## src/rtl/cnt_addsub_pipe.sv

```systemverilog
// Counter-selected add/subtract datapath with a two-stage valid pipeline and overflow flag.
// Define CNT_ADDSUB_SAT_EN to saturate results instead of wrapping them.
module cnt_addsub_pipe #(
   parameter int DW = 16,
   parameter int CW = 8
) (
   input  logic          clk,
   input  logic          rst_n,
   input  logic          en,
   input  logic          cnt_clr,
   input  logic [CW-1:0] match_val,
   input  logic          in_valid,
   input  logic [DW-1:0] dina,
   input  logic [DW-1:0] dinb,
   output logic          out_valid,
   output logic [DW-1:0] dout,
   output logic          op_add,
   output logic          ovf,
   output logic [CW-1:0] cnt
);

   logic          v1;
   logic [DW-1:0] a1;
   logic [DW-1:0] b1;
   logic          sel1;

   logic [DW:0]   sum_w;
   logic [DW:0]   diff_w;
   logic [DW-1:0] res_w;
   logic          ovf_w;

   // Event counter; a clear takes priority over an increment.
   // NOTE: sequential state uses non-blocking assignments so every register samples pre-edge values.
   always_ff @(posedge clk or negedge rst_n) begin
      if (!rst_n) begin
         cnt <= '0;
      end else if (cnt_clr) begin
         cnt <= '0;
      end else if (en) begin
         cnt <= cnt + CW'(1);
      end
   end

   // Stage 1 captures operands and the select, compared against the pre-update count.
   // NOTE: datapath registers are reset too, so outputs are defined before the first sample.
   always_ff @(posedge clk or negedge rst_n) begin
      if (!rst_n) begin
         v1   <= 1'b0;
         a1   <= '0;
         b1   <= '0;
         sel1 <= 1'b0;
      end else begin
         v1 <= in_valid;
         if (in_valid) begin
            a1   <= dina;
            b1   <= dinb;
            sel1 <= (cnt == match_val);
         end
      end
   end

   // NOTE: every always_comb output gets a default first, so no path can infer a latch.
   always_comb begin
      sum_w  = {1'b0, a1} + {1'b0, b1};
      diff_w = {1'b0, a1} - {1'b0, b1};
      res_w  = '0;
      ovf_w  = 1'b0;
      if (sel1) begin
         ovf_w = sum_w[DW];
`ifdef CNT_ADDSUB_SAT_EN
         res_w = sum_w[DW] ? {DW{1'b1}} : sum_w[DW-1:0];
`else
         res_w = sum_w[DW-1:0];
`endif
      end else begin
         ovf_w = (a1 < b1);
`ifdef CNT_ADDSUB_SAT_EN
         res_w = (a1 < b1) ? {DW{1'b0}} : diff_w[DW-1:0];
`else
         res_w = diff_w[DW-1:0];
`endif
      end
   end

   // Stage 2 presents the result; result fields hold during valid gaps.
   always_ff @(posedge clk or negedge rst_n) begin
      if (!rst_n) begin
         out_valid <= 1'b0;
         dout      <= '0;
         op_add    <= 1'b0;
         ovf       <= 1'b0;
      end else begin
         out_valid <= v1;
         if (v1) begin
            dout   <= res_w;
            op_add <= sel1;
            ovf    <= ovf_w;
         end
      end
   end

endmodule

```

## config.mk

```make
export PLATFORM = sky130hd
export DESIGN_NAME = cnt_addsub_pipe
export DESIGN_NICKNAME = d
export VERILOG_FILES = /design/src/rtl/cnt_addsub_pipe.sv
export SDC_FILE = /design/constraint.sdc
export NUM_CORES = 1
export LEC_CHECK = 0
export ABC_AREA = 1
export BUFFER_PORTS_ARGS = -buffer_cell sky130_fd_sc_hd__buf_2
export CELL_PAD_IN_SITES_DETAIL_PLACEMENT = 0
export CELL_PAD_IN_SITES_GLOBAL_PLACEMENT = 1
export CORE_MARGIN = 10
export CORE_UTILIZATION = 44
export CTS_CLUSTER_DIAMETER = 30
export CTS_CLUSTER_SIZE = 16
export DETAILED_ROUTE_END_ITERATION = 10
export PLACE_DENSITY = 0.87
export SLEW_MARGIN = 20
export SYNTH_ARGS = -nofsm -noshare
export SYNTH_HDL_FRONTEND = slang
export SYNTH_SLANG_ARGS = --single-unit
export TNS_END_PERCENT = 50
```

## constraint.sdc

```tcl
create_clock -name clk -period 3.88 [get_ports clk]
set_clock_uncertainty 0.05 [all_clocks]
set_input_delay 0.388 -clock clk [delete_from_list [all_inputs] [get_ports clk]]
set_output_delay 0.388 -clock clk [all_outputs]
set_load 0.03 [all_outputs]
```

==> flow_summary.yaml <==
power_and_ir_drop:
  p_per_area_mw_per_mm2: 431
  clkPwrFrac_pct: 31.0
  peakVddDrop_mv: 0.218
  p_sw_uw: 788
  combPwrFrac_pct: 33.3
  p_seq_share_pct: 35.7
  leakagePower_uw: 0.00279
  internal_power_uw: 1350
  switching_share_pct: 36.8
drt:
  drtIter0Drc: 189
  ant_nets: 0
  viasPerCell: 4.82
  drc: 0
  wirelength_mm: 11.0
  wl_per_cell_um: 13.2
  first_pass_iters: 5
  via_count: 4018
cts:
  path_clk_slew_ns: 0.07
  post_cts_buffers: 0
  post_cts_resized: 0
  cts_tree: "built"
  clockRootBuffer: "clkbuf_8"
  clock-sinks: 61
  cts_buffers: 9
  cts_buffer_depth: 2
  htree_levels: 3
  clkLatencyLatePin_ns: 0.36
  hold_buffers: 0
global_routing:
  gr-total-overflow: 0
  grt_first_pass_wirelength_mm: 18.8
  grt_max_degree: 52
  grt_usage_pct: 15.9
  first_global_vias: 4031
  antenna_found_initial: 0
final_layout:
  fin_area_mm2: 0.00497
  fillerInstances: 1032
  nets: 776
  drive_above_1_share_pct: 14.4
  mostFrequentLayoutCells: "nand2_1 (244), inv_1 (81), buf_2 (71)"
  final_common_cell: "nand2_1"
  area_delta_synth_final_pct: 13.9
  diodes: 0
critical_path:
  arrival_ns: 2.28
  reg2reg_setup_slack_ns: 1.79
  rr_worst_depth: 12
  crit_type: "flip-flop to flip-flop"
  critical_path.max_fanout: 3
  required_ns: 4.07
  start_kind: "flip-flop"
  end_kind: "flip-flop"
worst_hold_path:
  hp-class: "input port to async pin"
timing:
  hold_viol_final: 0
  min_period_ns: 2.09
  slew_headroom_pct: 38.9
  post-route-period-util_pct: 53.9
  max_slew.worst_pin.slew_ns: 0.916
  fin_tns_setup_ns: 0
  grt_setup_unrepaired: "false"
  timing.fmax_mhz: 478
  drv_slew: 0
  final-setup-viol-count: 0
flow_run:
  drv_cap: 0
floorplanning:
  start_util_pct: 44.9
  die-width_um: 120
  coreArea_mm2: 0.00973
  rows: 36
  die_h_um: 120
  io_pins: 72
  dieArea_mm2: 0.0143
yosys:
  netlist_instances: 635
  syn_area_per_cell_um2: 6.88
  ys_seq_area_share_pct: 34.9
  synth_warnings: 0
  syn_area_mm2: 0.00437
  netlist-cell-type-count: 35
  ys_ff_latch: 61
  synth_fp_nets: 715
run_status:
  outcome: "finished, final reports clean"
placed_design:
  port_buffers: 71
  gp_congestion: 0.934
  post-dp-hpwl_mm: 8.85
  place_area_mm2: 0.00474
## worst max-delay path: stages, from the launching register on
cell and delay (ns):
dfrtp_1 0.42, ha_1 0.24, fa_1 0.36, inv_1 0.09, nand3_1 0.08, nand3_1 0.14, nand3_1 0.10, nand3_1 0.14
nand2_1 0.09, nand2_1 0.08, nand2_1 0.05, nand3_1 0.08, nand2_1 0.05
## path summary, 6_finish.rpt
check	start	to
max reg2reg	b1[0]	dout[12]
min reg2reg	dout[12]	dout[12]
max in group asynchronous	rst_n	b1[15]
min	rst_n	a1[3]
min in group clk	dina[12]	a1[12]
max	b1[0]	dout[12]
## through the flow
step | cells | hold WS [ns] | setup WS (ns) | total power [µW] | utilization (%)
6_report | 833 | 0.000605 | 1.79 | 2140 | 51.1
5_1_grt | 833 | 0.0466 | 1.64 | 2300 | 51.1
4_1_cts | 833 | 0.00804 | 1.78 | 2160 | 51.1
3_5_place_dp | 818 | 0.397 | 1.57 | 1490 | 48.7
3_3_place_gp | 818 | 0.388 | 1.67 | 1480 | 48.7
2_1_floorplan | 635 | 0.0424 | 2.13 | 1310 | -
## kinds of logic after synthesis
family | synth area share (%)
compound gates | 7.56
flops | 34.9
fa+ha+maj | 10.4
xor+xnor | 1.80
simple gates | 34.4
buf+inv | 10.9
## area by class of cell
type,instances,area [µm²],share of cell area [%]
clock inverter,3,67.6,1.36
sequential,61,1530,30.7
tap,133,166,3.35
clock buffer,12,165,3.32
inverter,84,315,6.34
timing repair buffer,73,370,7.44
multi-input combinational,467,2360,47.5
## layer usage
metal	GRT usage (%)	share of wire [%]
met5	0	0
met4	7.62	2.2
met3	4.27	5.6
met2	23.5	43
met1	21.1	50
## sequential cells by signal (all words and copies together), names as in the netlist
register and cells:
op_add 1, a1 16, v1 1, ovf 1, dout 16, sel1 1, out_valid 1, b1 16
cnt 8
## power by group through the flow
stage / combinational (µW) / sequential, µW / clock (µW)
after CTS: 716 / 767 / 681
after floorplan: 441 / 864 / 0
after global routing: 808 / 777 / 714
final: 713 / 765 / 665
after detailed placement: 713 / 779 / 0
after global placement: 709 / 774 / 0
## cells in the mapped netlist, drive strengths merged
library cell | n | area (µm²)
nand2 | 245 | 922
inv | 82 | 308
dfrtp | 61 | 1530
nor2 | 47 | 191
nand3 | 41 | 205
ha | 33 | 413
o21ai | 33 | 165
a21oi | 20 | 104
buf | 15 | 131
nand4 | 13 | 81.3
clkbuf | 8 | 31.3
nor3 | 6 | 35.0
xnor2 | 6 | 52.6
and2 | 3 | 18.8
nand3b | 3 | 22.5
or2 | 3 | 18.8
xor2 | 3 | 26.3
a31oi | 2 | 12.5
clkinv | 2 | 7.51
fa | 2 | 40.0
o21bai | 2 | 15.0
a21o | 1 | 7.51
nor4 | 1 | 6.26
o211a | 1 | 10.0
o21a | 1 | 7.51
o41ai | 1 | 8.76
(Power assumes the default switching activity.)
